### config.mk
export PLATFORM = sky130hd
export DESIGN_NAME = fetch_stage
export DESIGN_NICKNAME = d
export VERILOG_FILES = /design/src/rtl/mips_pkg.sv /design/src/rtl/irq_edge_latch.sv /design/src/rtl/fetch_stage.sv
export SDC_FILE = /design/constraint.sdc
export NUM_CORES = 1
export LEC_CHECK = 0
export BUFFER_PORTS_ARGS = -buffer_cell sky130_fd_sc_hd__buf_2
export CAP_MARGIN = 25
export CORE_AREA = 2 2 115 117
export DETAILED_ROUTE_END_ITERATION = 10
export DIE_AREA = 0 0 117 119
export GPL_TIMING_DRIVEN = 0
export PLACE_DENSITY = 0.76
export SLEW_MARGIN = 20
export SYNTH_ARGS = -nofsm -noshare
export SYNTH_HDL_FRONTEND = slang
export SYNTH_SLANG_ARGS = --single-unit
### constraint.sdc
create_clock -name clk -period 3.68 [get_ports clk]
set_clock_uncertainty 0.2 [all_clocks]
set_input_delay 1.104 -clock clk [delete_from_list [all_inputs] [get_ports clk]]
set_output_delay 1.104 -clock clk [all_outputs]
set_load 0.02 [all_outputs]
### src/rtl/mips_pkg.sv
// Shared MIPS control encodings and exception vectors used by fetch and the control unit.
package mips_pkg;

    localparam int unsigned XLEN    = 32;
    localparam int unsigned PCSRC_W = 3;

    typedef enum logic [PCSRC_W-1:0] {
        PCSRC_SEQ    = 3'd0,
        PCSRC_BRANCH = 3'd1,
        PCSRC_J      = 3'd2,
        PCSRC_JR     = 3'd3,
        PCSRC_ILLOP  = 3'd4,
        PCSRC_XADR   = 3'd5,
        PCSRC_RSV6   = 3'd6,
        PCSRC_RSV7   = 3'd7
    } pcsrc_e;

    localparam logic [XLEN-1:0] RESET_VEC = 32'h8000_0000;
    localparam logic [XLEN-1:0] ILLOP_VEC = 32'h8000_0004;
    localparam logic [XLEN-1:0] XADR_VEC  = 32'h8000_0008;

    // Sequential successor; the kernel bit is sticky across increments.
    function automatic logic [XLEN-1:0] seq_next(input logic [XLEN-1:0] pc);
        return {pc[XLEN-1], pc[XLEN-2:0] + 31'd4};
    endfunction

endpackage

### src/rtl/irq_edge_latch.sv
// Rising-edge detector on irq with a sticky pending flag; set wins over clear.
module irq_edge_latch (
    input  logic clk,
    input  logic reset,
    input  logic irq,
    input  logic clr,
    output logic pending
);

    logic irq_q;
    logic pending_q;
    logic pending_d;
    logic set_c;

    always_comb begin
        set_c     = irq & ~irq_q;
        pending_d = pending_q;
        if (set_c) begin
            pending_d = 1'b1;
        end else if (clr) begin
            pending_d = 1'b0;
        end
    end

    always_ff @(posedge clk) begin
        if (reset) begin
            irq_q     <= 1'b0;
            pending_q <= 1'b0;
        end else begin
            irq_q     <= irq;
            pending_q <= pending_d;
        end
    end

    assign pending = pending_q;

endmodule

### src/rtl/fetch_stage.sv
// Instruction fetch: PC register, next-PC selection, interrupt take and fetch counter.
module fetch_stage
    import mips_pkg::*;
#(
    parameter logic [31:0] RESET_PC = RESET_VEC,
    parameter logic [31:0] ILLOP_PC = ILLOP_VEC,
    parameter logic [31:0] XADR_PC  = XADR_VEC
) (
    input  logic              clk,
    input  logic              reset,
    input  logic              stall,
    input  logic              redirect_valid,
    input  logic [PCSRC_W-1:0] redirect_sel,
    input  logic [XLEN-1:0]   branch_target,
    input  logic [XLEN-1:0]   jump_target,
    input  logic [XLEN-1:0]   jr_target,
    input  logic              irq,
    output logic [XLEN-1:0]   imem_addr,
    input  logic [XLEN-1:0]   imem_rdata,
    output logic [XLEN-1:0]   pc_plus_4,
    output logic [XLEN-1:0]   instruction,
    output logic              flush_id,
    output logic              epc_we,
    output logic [XLEN-1:0]   epc_value,
    output logic [XLEN-1:0]   fetch_count
);

    logic [XLEN-1:0] pc_q;
    logic [XLEN-1:0] pc_d;
    logic [XLEN-1:0] fetch_count_q;
    logic [XLEN-1:0] fetch_count_d;
    logic [XLEN-1:0] redirect_pc_c;
    logic [XLEN-1:0] seq_pc_c;
    logic            redirect_c;
    logic            take_c;
    logic            pending;

    irq_edge_latch u_irq_latch (
        .clk     (clk),
        .reset   (reset),
        .irq     (irq),
        .clr     (take_c),
        .pending (pending)
    );

    // Control-transfer decode; a valid redirect with the sequential code is a no-op.
    always_comb begin
        redirect_c    = 1'b0;
        redirect_pc_c = XADR_PC;
        take_c        = 1'b0;
        if (!reset) begin
            redirect_c = redirect_valid && (pcsrc_e'(redirect_sel) != PCSRC_SEQ);
            take_c     = pending && !pc_q[XLEN-1] && !stall && !redirect_c;
        end
        case (pcsrc_e'(redirect_sel))
            PCSRC_BRANCH: redirect_pc_c = branch_target;
            PCSRC_J:      redirect_pc_c = jump_target;
            PCSRC_JR:     redirect_pc_c = jr_target;
            PCSRC_ILLOP:  redirect_pc_c = ILLOP_PC;
            default:      redirect_pc_c = XADR_PC;
        endcase
    end

    // Next-PC priority: reset, redirect, interrupt take, stall, sequential.
    always_comb begin
        seq_pc_c      = seq_next(pc_q);
        pc_d          = seq_pc_c;
        fetch_count_d = fetch_count_q;
        if (reset) begin
            pc_d          = RESET_PC;
            fetch_count_d = '0;
        end else if (redirect_c) begin
            pc_d = redirect_pc_c;
        end else if (take_c) begin
            pc_d = ILLOP_PC;
        end else if (stall) begin
            pc_d = pc_q;
        end else begin
            fetch_count_d = fetch_count_q + 32'd1;
        end
    end

    always_ff @(posedge clk) begin
        if (reset) begin
            pc_q          <= RESET_PC;
            fetch_count_q <= '0;
        end else begin
            pc_q          <= pc_d;
            fetch_count_q <= fetch_count_d;
        end
    end

    assign imem_addr   = pc_q;
    assign pc_plus_4   = seq_pc_c;
    assign instruction = (reset || redirect_c || take_c) ? '0 : imem_rdata;
    assign flush_id    = redirect_c;
    assign epc_we      = take_c;
    assign epc_value   = pc_q;
    assign fetch_count = fetch_count_q;

endmodule

Word-level counts from Yosys, hierarchy flattened

Cells that the tools add are included.

Reductions and logical operators: 13
Add/sub/neg operators: 2
Eq/ne operators: 5
Mux-type cells: 9
Bitwise logic cells: 5

Operators with widths:

| cell                                                | count |
|---|---|
| one-hot mux 32 bit (4 select lines)                 | 1 |
| 2-to-1 mux 32 bit                                   | 3 |
| adder 32 x 1 -> 32 bit, second input constant       | 1 |
| adder 31 x 3 -> 31 bit, second input constant       | 1 |
| 2-to-1 mux 31 bit                                   | 1 |
| equality test 3 x 2 -> 1 bit, second input constant | 2 |
| logical AND 1 bit                                   | 4 |
| 2-to-1 mux 1 bit                                    | 4 |
| inverter 1 bit                                      | 4 |
| nonzero test 2 bit                                  | 2 |
| equality test 3 x 1 -> 1 bit, second input constant | 1 |
| equality test 3 bit, second input constant          | 1 |
| zero test 1 bit                                     | 3 |
| != test 3 x 1 -> 1 bit, second input constant       | 1 |
| AND reduction 3 bit                                 | 1 |
| nonzero test 3 bit                                  | 1 |
| logical OR 1 bit                                    | 2 |
| bitwise AND 1 bit                                   | 1 |

Logic and storage cells: 39
Input bits: 136
Register bits: 66

Logic depth before layout (Yosys ltp)

Gate-level depths: netlist of the first run.

Word-level depth: 7
Mapped depth: 8

Hierarchy

A second synthesis of the first run with hierarchy kept.

Cell total of the unflattened synthesis: 637
Area total of the unflattened synthesis: 4906.0 µm²

By module, submodules not included:

| module         | area each (µm²) | instances | cells each | seq. area each (µm²) |
|---|---|---|---|---|
| fetch_stage    | 4838.4          | 1         | 631        | 1281.2 |
| irq_edge_latch | 67.6            | 1         | 6          | 40.0 |

Least setup slack after synthesis of the first run

OpenSTA, ideal clock, no wires.

Path kind: in2out
Start: in redirect_sel[1]
End: out instruction[23]
Slack: -213 ps
Stages on the path: 7
Buffers on the path: 3
Data required time: 2376 ps
Data arrival time: 2589 ps
Cells stage by stage: buf_4 -> or3_4 -> buf_6 -> nand2_1 -> o311a_1 -> clkbuf_1 -> and2_1

Word-level cells in the longest chain between the ends: 7

RTL lines:

| item                 | RTL line          | source |
|---|---|---|
| start: declaration   | fetch_stage.sv:13 | `input logic [PCSRC_W-1:0] redirect_sel,` |
| nonzero test 3 bit * | fetch_stage.sv:52 | `redirect_c = redirect_valid && (pcsrc_e'(redirect_sel) != PCSRC_SEQ);` |
| logical AND 1 bit *  | fetch_stage.sv:52 |  |
| zero test 1 bit      | fetch_stage.sv:53 | `take_c = pending && !pc_q[XLEN-1] && !stall && !redirect_c;` |
| logical AND 1 bit    | fetch_stage.sv:53 |  |
| 2-to-1 mux 1 bit     | fetch_stage.sv:51 | `if (!reset) begin` |
| logical OR 1 bit *   | fetch_stage.sv:95 | `assign instruction = (reset \|\| redirect_c \|\| take_c) ? '0 : imem_rdata;` |
| 2-to-1 mux 32 bit *  | fetch_stage.sv:95 |  |
| end: declaration     | fetch_stage.sv:21 | `output logic [XLEN-1:0] instruction,` |

Mark *: on every way between the ends. The rest lies on a longest branch, timed or not.

Worst setup path in the final report of the first run

Start: in redirect_sel[1]
End: out instruction[26]

Same word-level chain as after synthesis.

==> summary.md, run 1 <==
| Metric | Value |
|---|---|
| Vias in the first global route | `roughly 5.7k` |
| Most frequent cells in the layout | `269 x buf_2, 63 x dfxtp_1, 60 x buf_4` |
| Dpl ws | `-0.505 ns` |
| H-tree levels | `3` |
| Max Slew Vio Count | `0` |
| Leakage | `about 0.0035 uW` |
| I/O Buffers | `295` |
| Via count | `5962` |
| Setup crit start kind | `primary input` |
| Layout Nets | `1085` |
| Initial antenna violation count | `1` |
| CP Class | `primary input to primary output` |
| Hold Path Class | `flop to flop` |
| 1st-pass router iterations | `5` |
| Placed Area | `around 6700 um2` |
| Max_cap viols | `0` |
| Design area | `7450 um2` |
| TritonCTS clock tree | `built` |
| Post-DP HPWL | `14.9 mm` |
| Largest net degree at the start of global routing | `14` |
| CP endpoint kind | `primary output` |
| GR Overflow Total | `0` |
| Synth-to-layout area growth | `51.1%` |
| Top cells by area, synth | `dfxtp_1 27%, mux2_2 7.1%, xnor2_1 5.7%` |
| Share of the yosys chip area belonging to registers | `26.8%` |
| Commonest non-fill, non-tap cell in the layout | `buf_2` |
| Endpoints failing setup | `10` |
| F_max | `271 MHz` |
| Layout cells sized above 1 | `48.6%` |
| Power Density | `278 nW/um2` |
| Die H | `119 um` |
| Worst VDD drop | `about 0.20 mV` |
| # hold bufs at CTS | `0` |
| Post-Syn Area | `4930 um2` |
| WL per Instance | `17.7 um` |
| Startpoint of the worst-slack reg-to-reg timing path | `epc_value[31]` |
| Outcome | `finished with violations` |
| Global-route wire length before repair | `30.3 mm` |
| Reg clk slew, reported paths | `approximately 0.060 ns` |
| Gr usage total | `roughly 28%` |
| Slowest stage delay, CP | `roughly 0.40 ns` |
| Unrepaired setup endpoints after global routing | `true` |
| Final hold vios | `0` |
| Slew HR | `38.8%` |
| Slowest cell on the critical path | `or3_4` |
| Crit Path Max Fanout | `5` |
| Root Buffer Master | `clkbuf_16` |
| Syn_nets | `roughly 760` |
| Hold Crit Depth | `2` |
| Die Width | `117 um` |
| Synthesized flop and latch total | `66` |
| Die area | `between 10000 and 15000 um2` |
| DR DRC count | `0` |
| Setup slack, reg-to-reg | `around 0.85 ns` |
| Final min period | `3.69 ns` |
| Violation count after the first detailed-route iteration | `428` |
| WHS Endpoint | `fetch_count[1]` |
| Arr. time, crit path | `2.39 ns` |
| Num ports | `between 200 and 300` |
| Final wirelength | `20.0 mm` |
| Top_reg_cell synth | `dfxtp_1` |
| Core outline area | `12900 um2` |
| Total CTS buffers | `9` |
| Crit path cell chain | `buf_12, or3_4, nand2_4, o311a_4, clkbuf_16, and2_4, buf_6` |
| EDFF count, synth | `0` |
| WP data required | `approximately 2.4 ns` |
| Final Wtd Congestion | `0.921` |
| Drt via density | `5.28` |
| Synthesized instance count | `620` |
| Asr flop ratio synth | `0%` |
| Hold path startpoint | `fetch_count[1]` |
| Worst slew pin tran | `0.912 ns` |
| Initial Util | `38.3%` |
| Setup slack after layout | `-0.0122 ns` |
| Fillcell total | `~1.2k` |
| CTS sink count | `66` |
| Cells on worst reg2reg path | `6` |
| Clock buffer depth | `2` |
| Period utilization | `100%` |
| Area leader, netlist | `dfxtp_1` |
| Ys Warns | `0` |
| Post-synthesis area per instance | `7.96 um2` |
| Antenna viol nets, final | `0` |
| Failing checks | `negative setup slack` |
| R2r endpoint | `epc_value[4]` |
| # rows | `42` |
| Clk_lat worst skew | `0.32 ns` |
| Unique masters post-synth | `64` |
| Synth top area share | `26.8%` |
-- synth_stat cells, types with 2 or more instances --
cell,instances
dfxtp_1,66
nor2_1,56
and2_1,36
buf_4,36
nand2_1,36
clkbuf_1,32
xnor2_1,32
a21oi_1,31
a22oi_1,31
mux2_2,31
o21ai_0,25
nand3_1,24
nand4_1,21
xor2_1,20
inv_1,13
or3_1,13
nor3_1,10
nor4_1,9
and3_1,7
o32ai_1,7
a31oi_1,5
and4_1,5
o21ai_1,5
nor2b_1,4
o32a_1,4
a2bb2oi_1,3
mux2i_1,3
nand2b_1,3
nor3b_1,3
or2_2,3
a211oi_1,2
a221oi_1,2
a311oi_1,2
a31o_1,2
buf_6,2
clkinv_1,2
ha_1,2
nor3_2,2
nor4_4,2
nor4b_1,2
o22ai_1,2
or4_1,2
-- cells by family after synthesis --
kind of cell	Yosys count	synth area share [%]
buffers and inverters	87	9.69
DFF	66	26.8
xor gates and xnor gates	52	9.23
muxes	34	7.68
adders and majority gates	2	0.507
and+or+nand+nor	244	27.3
AOI/OAI and AO/OA	135	18.8
-- report_power, final --
part,internal [uW],switching [uW]
Clock,447,323
Sequential,733,37.0
Combinational,248,284
-- registers in the layout, indices dropped and copies added (netlist names) --
name                 count
epc_value               32
fetch_count             32
u_irq_latch.irq_q        1
u_irq_latch.pending      1
-- area by class of cell --
class | instances | area, um2 | area share, %
Antenna cell | 2 | 5.00 | 0.0671
Buffer | 68 | 467 | 6.26
Clock buffer | 9 | 225 | 3.02
Clock inverter | 6 | 35.0 | 0.470
Inverter | 15 | 61.3 | 0.822
Multi-Input combinational cell | 468 | 3280 | 44.0
Sequential cell | 66 | 1330 | 17.8
Tap cell | 176 | 220 | 2.95
Timing Repair Buffer | 319 | 1830 | 24.5
-- per-stage QoR --
| stage | instances | hold WS [ns] | power [uW] | setup TNS [ns] | util [%] |
|---|---|---|---|---|---|
| 3_3_place_gp | 1091 | 0.271 | 1260 | -15.03 | 52.4 |
| 6_report | 1129 | 0.299 | 2070 | -0.0463 | 57.9 |
| 2_1_floorplan | 620 | 0.262 | 1070 | 0 | - |
| 3_5_place_dp | 1091 | 0.276 | 1270 | -15.08 | 52.4 |
| 4_1_cts | 1123 | 0.300 | 2070 | -0.174 | 57.3 |
| 5_1_grt | 1128 | 0.315 | 2150 | -0.408 | 57.9 |
-- worst max-delay path, delay by kind of cell --
| kind | cells | cell delay, ns |
|---|---|---|
| compound gates | 1 | 0.27 |
| simple gates | 3 | 0.63 |
| buf+inv | 3 | 0.38 |
-- how the worst max path moves through the flow --
stage | from | endpoint | slack (ns) | cells after the start
floorplan | redirect_sel[1] | instruction[23] | 0.004 | 7
finish | redirect_sel[1] | instruction[26] | -0.01 | 7
CTS | redirect_sel[1] | instruction[5] | -0.03 | 7
detailed placement | reset | instruction[26] | -0.50 | 7
global placement | reset | instruction[26] | -0.51 | 7
global route | redirect_sel[1] | instruction[26] | -0.04 | 7
-- what timing repair did --
| action | 4_1_cts | 5_1_grt |
|---|---|---|
| setup buffers | 15 | 6 |
| setup endpoints to repair | 47 | 46 |
| pin swaps | 6 | 4 |
| gates cloned | 4 | 0 |
| gates resized for setup | 64 | 14 |
-- routing by layer --
layer | wire length (um) | global-route usage (%)
met3 | 1510 | 5.50
met2 | 9980 | 47.5
met5 | 0 | 0
met4 | 414 | 9.85
met1 | 8120 | 35.1
(Power assumes the default switching activity.)
==> run 2, diff against run 1 <==
ABC_AREA = 1   (was unset)
clock period = 3.6 ns   (was 3.68 ns; I/O delays follow)
==> summary.md, run 2 <==
| Metric | Value |
|---|---|
| Outcome | `finished, final reports clean (was finished with violations)` |
| Top cells by area, synth | `dfxtp_1 25%, nand2_1 25%, nor2_1 8.5% (was dfxtp_1 27%, mux2_2 7.1%, xnor2_1 5.7%)` |
| Max Slew Vio Count | `0 (unchanged)` |
| Initial antenna violation count | `0 (was 1)` |
| Hold Path Class | `flop to flop (unchanged)` |
| Most frequent cells after synthesis | `349 x nand2_1, 119 x nor2_1, 88 x a21oi_1, 76 x inv_1, 66 x dfxtp_1 (was 66 x dfxtp_1, 56 x nor2_1, 36 x and2_1, 36 x buf_4, 36 x nand2_1)` |
| Setup slack after layout | `0.0569 ns (was -0.0122 ns)` |
| Gr usage total | `27.1% (was 28.1%)` |
| Leakage | `0.00377 uW (was 0.00350 uW)` |
| Final hold vios | `0 (unchanged)` |
| Fillcell total | `1348 (was 1212)` |
| EDFF count, synth | `0 (unchanged)` |
| Power Density | `311 nW/um2 (was 278 nW/um2)` |
| Die H | `119 um (unchanged)` |
| Area leader, netlist | `dfxtp_1 (unchanged)` |
| Layout Nets | `1381 (was 1085)` |
| Final wirelength | `19.5 mm (was 20.0 mm)` |
| Global-route wire length before repair | `30.1 mm (was 30.3 mm)` |
| Dpl ws | `-0.294 ns (was -0.505 ns)` |
| CP endpoint kind | `primary output (unchanged)` |
| # hold bufs at CTS | `0 (unchanged)` |
| Post-synthesis area per instance | `5.65 um2 (was 7.96 um2)` |
| Worst VDD drop | `0.205 mV (was 0.201 mV)` |
| Total CTS buffers | `9 (unchanged)` |
| Worst slew pin tran | `0.599 ns (was 0.912 ns)` |
| WL met2 | `9.40 mm (was 9.98 mm)` |
| Endpoints failing setup | `0 (was 10)` |
| Setup crit start kind | `primary input (unchanged)` |
| Startpoint of the worst-slack reg-to-reg timing path | `epc_value[2] (was epc_value[31])` |
| Clk_lat worst skew | `0.33 ns (was 0.32 ns)` |
| TritonCTS clock tree | `built (unchanged)` |
| Unrepaired setup endpoints after global routing | `false (was true)` |
| PnR Total Power | `2280 uW (was 2070 uW)` |
| Root Buffer Master | `clkbuf_16 (unchanged)` |
| I/O Buffers | `297 (was 295)` |
| Crit Path Max Fanout | `10 (was 5)` |
| Synth top area share | `25.0% (was 26.8%)` |
| Violation count after the first detailed-route iteration | `487 (was 428)` |
| WP data required | `2.32 ns (was 2.38 ns)` |
| 1st-pass router iterations | `5 (unchanged)` |
| # rows | `42 (unchanged)` |
| Num ports | `298 (unchanged)` |
| Via count | `6931 (was 5962)` |
| Top Layer Used | `met4 (unchanged)` |
| F_max | `282 MHz` |
| GR Overflow Total | `0 (unchanged)` |
| WL met3 | `1.45 mm (was 1.51 mm)` |
| R2r endpoint | `epc_value[20] (was epc_value[4])` |
| Reg clk slew, reported paths | `0.06 ns (about the same)` |
| Final min period | `3.54 ns` |
| Cells on worst reg2reg path | `9 (was 6)` |
| Initial Util | `41.0% (was 38.3%)` |
| Most numerous cell in the Yosys netlist | `nand2_1 (was dfxtp_1)` |
| Synthesized instance count | `935 (was 620)` |
| Fin cells | `1424 (was 1129)` |
| Clock buffer depth | `2 (unchanged)` |
| Synthesized flop and latch total | `66 (unchanged)` |
| Die area | `13900 um2 (unchanged)` |
| Post-Syn Area | `5280 um2 (was 4930 um2)` |
| Layout cells sized above 1 | `32.1% (was 48.6%)` |
| Final Wtd Congestion | `0.944 (was 0.921)` |
| DR DRC count | `0 (unchanged)` |
| Max_cap viols | `0 (unchanged)` |
| CTS sink count | `66 (unchanged)` |
| Largest net degree at the start of global routing | `14 (unchanged)` |
| Unique masters post-synth | `30 (was 64)` |
| Share of the yosys chip area belonging to registers | `25.0% (was 26.8%)` |
| M1 WL | `8.31 mm (was 8.12 mm)` |
| Period utilization | `98.4%` |
| Top_reg_cell synth | `dfxtp_1 (unchanged)` |
| Arr. time, crit path | `2.26 ns (was 2.39 ns)` |
| Die Width | `117 um (unchanged)` |
| Core outline area | `12900 um2 (unchanged)` |
| Asr flop ratio synth | `0% (unchanged)` |
| Commonest non-fill, non-tap cell in the layout | `nand2_1 (was buf_2)` |
| Antenna viol nets, final | `0 (unchanged)` |
| Ys Warns | `0 (unchanged)` |
| Setup slack, reg-to-reg | `1.56 ns (was 0.85 ns)` |
| WL per Instance | `13.7 um (was 17.7 um)` |
| Most frequent cells in the layout | `348 x nand2_1, 322 x buf_2, 119 x nor2_1 (was 269 x buf_2, 63 x dfxtp_1, 60 x buf_4)` |
| Setup crit end | `instruction[13] (was instruction[26])` |
| Slew HR | `60.1% (was 38.8%)` |
| Drt via density | `4.87 (was 5.28)` |
| H-tree levels | `3 (unchanged)` |
| Synth-to-layout area growth | `38.3% (was 51.1%)` |
| CP Class | `primary input to primary output (unchanged)` |
| Post-DP HPWL | `15.8 mm (was 14.9 mm)` |
| Diode count | `0 (was 2)` |
| Syn_nets | `1073 (was 758)` |
| Vias in the first global route | `6209 (was 5709)` |
| Cells after DPL | `1408 (was 1091)` |
| Crit path launch | `redirect_sel[0] (was redirect_sel[1])` |
## run 2: power by group
| part | switching (uW) | internal, uW | leakage, uW |
|---|---|---|---|
| clock | 365 | 493 | 0.000140 |
| combinational | 371 | 233 | 0.00309 |
| sequential | 52.2 | 761 | 0.000539 |
## run 2: metrics by stage
step	hold slack (ns)	utilization (%)	instance area [um2]	TNS [ns]
after global placement	0.202	54.3	6990	-3.26
final	0.217	56.8	7310	0
after global routing	0.233	56.8	7310	0
after floorplan	0.198	-	5280	0
after CTS	0.217	56.7	7300	0
after detailed placement	0.209	54.3	6990	-3.89
## run 2: worst min path at each step
stage / start / to / cells past startpoint
after detailed placement: u_irq_latch.irq_q / u_irq_latch.pending / 1
after global placement: u_irq_latch.irq_q / u_irq_latch.pending / 1
after floorplan: u_irq_latch.irq_q / u_irq_latch.pending / 1
after CTS: u_irq_latch.irq_q / u_irq_latch.pending / 1
after global routing: u_irq_latch.irq_q / u_irq_latch.pending / 1
final: u_irq_latch.irq_q / u_irq_latch.pending / 1
## run 2: metal layers
layer	vias to the layer above	global-route usage, %
li1	3516	-
met1	3099	34.5
met2	296	47.4
met3	20	4.43
met4	0	6.54
met5	-	0
## run 2: what timing repair did
item,4_1_cts,5_1_grt
setup endpoints to repair,30,21
resized for setup,6,7
pin swaps,0,0
setup buffers,0,0
## run 2: cell type report
type                            count  area (um2)  area share [%]
Buffer                             71         443            6.06
Clock buffer                       10         239            3.27
Clock inverter                      6        47.5           0.651
Inverter                           78         293            4.01
Multi-Input combinational cell    720        3260            44.6
Sequential cell                    66        1320            18.1
Tap cell                          176         220            3.01
Timing Repair Buffer              297        1490            20.3
## run 2: kinds of logic (layout without fill, tap and decap cells)
group,count (synthesis),in the layout,synth area share [%]
compound gates,125,125,12.3
xor+xnor,27,27,4.48
fa+ha+maj,2,2,0.474
buf+inv,149,462,13.6
flops,66,66,25.0
simple gates,566,566,44.1
## run 2: critical path: stages
cell and delay [ns]:
buf_2 0.13, nor2_2 0.18, nand2_1 0.09, nand2_2 0.11, nand3_4 0.12, clkbuf_8 0.19
nor2_1 0.16, buf_2 0.20
==> run 3, diff against run 2 <==
CORE_AREA = 2 2 114 116   (was 2 2 115 117)
CTS_BUF_LIST = sky130_fd_sc_hd__clkbuf_8   (was unset)
DIE_AREA = 0 0 116 118   (was 0 0 117 119)
PLACE_DENSITY = 0.79   (was 0.76)
SYNTH_HIERARCHICAL = 1   (was unset)
==> summary.md, run 3 <==
| Metric | Value |
|---|---|
| Reg clk slew, reported paths | `0.07 ns (was 0.06 ns)` |
| Layout cells sized above 1 | `32.6% (was 32.1%)` |
| Sw frac | `36.4% (was 34.7%)` |
| # hold bufs at CTS | `0 (unchanged)` |
| Final hold vios | `0 (unchanged)` |
| Period utilization | `96.7% (was 98.4%)` |
| Worst VDD drop | `0.153 mV (was 0.205 mV)` |
| Ys Warns | `6 (was 0)` |
| Antenna viol nets, final | `0 (unchanged)` |
| Most frequent cells after synthesis | `352 x nand2_1, 119 x nor2_1, 85 x a21oi_1, 84 x inv_1, 66 x dfxtp_1 (was 349 x nand2_1, 119 x nor2_1, 88 x a21oi_1, 76 x inv_1, 66 x dfxtp_1)` |
| CP Class | `flop to primary output (was primary input to primary output)` |
| Sequential share of power | `40.9% (was 35.8%)` |
| Placed Area | `7150 um2 (was 6990 um2)` |
| Slew HR | `56.1% (was 60.1%)` |
| Outcome | `finished, final reports clean (unchanged)` |
| Worst slew pin tran | `0.659 ns (was 0.599 ns)` |
| Pint | `1270 uW (was 1490 uW)` |
| Fillcell total | `1313 (was 1348)` |
| Asr flop ratio synth | `0% (unchanged)` |
| DR DRC count | `0 (unchanged)` |
| WP data required | `2.32 ns (about the same)` |
| F_max | `287 MHz (was 282 MHz)` |
| Post-Syn Area | `5450 um2 (was 5280 um2)` |
| Crit Path Max Fanout | `6 (was 10)` |
| Slowest cell on the critical path | `dfxtp_1 (was buf_2)` |
| Vias in the first global route | `6316 (was 6209)` |
| Postcts setup bufs | `0 (unchanged)` |
| Setup TNS | `0 ns (unchanged)` |
| Clock share of power | `28.6% (was 37.7%)` |
| TritonCTS clock tree | `built (unchanged)` |
| Design area | `7340 um2 (was 7310 um2)` |
| Setup crit start kind | `flop (was primary input)` |
| Most numerous cell in the Yosys netlist | `nand2_1 (unchanged)` |
| Die area | `13700 um2 (was 13900 um2)` |
| Post-DP HPWL | `16.5 mm (was 15.8 mm)` |
| Unique masters post-synth | `30 (unchanged)` |
| Max Slew Vio Count | `0 (unchanged)` |
| GR Overflow Total | `0 (unchanged)` |
| Final min period | `3.48 ns (was 3.54 ns)` |
| Top cells by area, synth | `dfxtp_1 24%, nand2_1 24%, nor2_1 8.2% (was dfxtp_1 25%, nand2_1 25%, nor2_1 8.5%)` |
| I/O Buffers | `297 (unchanged)` |
| Synthesized flop and latch total | `66 (unchanged)` |
| Hold WS | `0.281 ns (was 0.217 ns)` |
| Global-route wire length before repair | `31.5 mm (was 30.1 mm)` |
| H-tree levels | `3 (unchanged)` |
| WL per Instance | `14.1 um (was 13.7 um)` |
| Endpoints failing setup | `0 (unchanged)` |
| Post-route core utilization | `59.1% (was 56.8%)` |
| Drt via density | `4.88 (was 4.87)` |
| Unrepaired setup endpoints after global routing | `false (unchanged)` |
| Via count | `7034 (was 6931)` |
| Initial Util | `43.9% (was 41.0%)` |
| Core outline area | `12400 um2 (was 12900 um2)` |
| Gr usage total | `29.1% (was 27.1%)` |
| Arr. time, crit path | `2.20 ns (was 2.26 ns)` |
| Top_reg_cell synth | `dfxtp_1 (unchanged)` |
| Share of the yosys chip area belonging to registers | `24.3% (was 25.0%)` |
| Hold Path Class | `flop to flop (unchanged)` |
| Syn_nets | `1094 (was 1073)` |
| Num ports | `298 (unchanged)` |
| Layout Nets | `1402 (was 1381)` |
| Slowest stage delay, CP | `0.49 ns (was 0.20 ns)` |
| Power Density | `273 nW/um2 (was 311 nW/um2)` |
| CP endpoint kind | `primary output (unchanged)` |
| Clk_lat worst skew | `0.35 ns (was 0.33 ns)` |
| Root Buffer Master | `clkbuf_8 (was clkbuf_16)` |
| Largest net degree at the start of global routing | `11 (was 14)` |
| Post-synthesis area per instance | `5.70 um2 (was 5.65 um2)` |
| EDFF count, synth | `0 (unchanged)` |
| Die H | `118 um (was 119 um)` |
| Die Width | `116 um (was 117 um)` |
| Initial antenna violation count | `0 (unchanged)` |
| Final wirelength | `20.3 mm (was 19.5 mm)` |
| Crit path cell chain | `ha_1, nand2_1, nor2_4, nand2_4, nor2_2, nand2_1, nand2_1, and2_1, buf_2 (was buf_2, nor2_2, nand2_1, nand2_2, nand3_4, clkbuf_8, nor2_1, buf_2)` |
| Synth top area share | `24.3% (was 25.0%)` |
| Most frequent cells in the layout | `351 x nand2_1, 318 x buf_2, 117 x nor2_1 (was 348 x nand2_1, 322 x buf_2, 119 x nor2_1)` |
| 1st-pass router iterations | `5 (unchanged)` |
| Leakage | `0.00389 uW (was 0.00377 uW)` |
| Total CTS buffers | `9 (unchanged)` |
| Violation count after the first detailed-route iteration | `550 (was 487)` |
| Area leader, netlist | `dfxtp_1 (unchanged)` |
| Max_cap viols | `0 (unchanged)` |
| PostCTS Resize Cnt | `6 (unchanged)` |
| Final Wtd Congestion | `1.04 (was 0.944)` |
| Most used cell, CP | `nand2_1 (was buf_2)` |
| Comb power frac | `30.5% (was 26.5%)` |
| Commonest non-fill, non-tap cell in the layout | `nand2_1 (unchanged)` |
| Diode count | `0 (unchanged)` |
| CTS sink count | `66 (unchanged)` |
| # rows | `41 (was 42)` |
| Switch Pwr | `729 uW (was 788 uW)` |
| Synth-to-layout area growth | `34.7% (was 38.3%)` |
| Clock buffer depth | `2 (unchanged)` |
| Synthesized instance count | `956 (was 935)` |
-- run 3: power by group through the flow --
stage                     Combinational (uW)  Sequential, uW  Clock, uW
after detailed placement                 605             834          0
after CTS                                609             818        587
after global placement                   600             834          0
after global routing                     661             824        611
after floorplan                          332             853          0
final                                    610             819        572
-- run 3: cell type report --
type                            instances  area, um2  area share, %
Inverter                               91        345           4.71
Tap cell                              172        215           2.93
Clock buffer                           11        151           2.06
Multi-Input combinational cell        729       3360           45.8
Buffer                                 70        435           5.93
Timing Repair Buffer                  297       1490           20.3
Clock inverter                          4       18.8          0.256
Sequential cell                        66       1320           18.0
-- run 3: critical path, delay by kind of cell (launching register included) --
family,cells,cell delay (ns)
simple gates,7,0.95
buf+inv,1,0.18
fa+ha+maj,1,0.24
flops,1,0.49
-- run 3: path summary, 6_finish.rpt --
kind	startpoint	slack, ns	to	cells past startpoint
setup / recovery	epc_value[2]	0.12	pc_plus_4[28]	9
hold reg to reg	u_irq_latch/pending	0.28	u_irq_latch/pending	2
hold / removal	u_irq_latch/pending	0.28	u_irq_latch/pending	2
setup reg to reg	fetch_count[0]	1.52	fetch_count[22]	8
-- run 3: cell families (layout without fill, tap and decap cells) --
kind of cell               after synthesis  in the layout  synth area share, %
AOI/OAI and AO/OA                      122            122                 11.4
DFF                                     66             66                 24.3
adders and majority gates                2              2                0.459
and+or+nand+nor                        578            578                 44.7
buffers and inverters                  161            473                 14.1
xor gates and xnor gates                27             27                 5.03
-- run 3: through the flow --
step / setup slack [ns] / power [uW] / cells
2_1_floorplan: 0.266 / 1180 / 956
3_3_place_gp: -0.0646 / 1430 / 1425
6_report: 0.120 / 2000 / 1440
5_1_grt: 0.00171 / 2100 / 1440
3_5_place_dp: -0.0985 / 1440 / 1425
4_1_cts: 0.0277 / 2010 / 1440
-- run 3: per-layer routing --
layer  GRT usage [%]  vias to the layer above  share of wire [%]
li1                -                     3562                  -
met1            38.8                     3154                 43
met2            48.2                      284                 48
met3            4.27                       34                6.7
met4            9.15                        0                2.3
met5               0                        -                  0
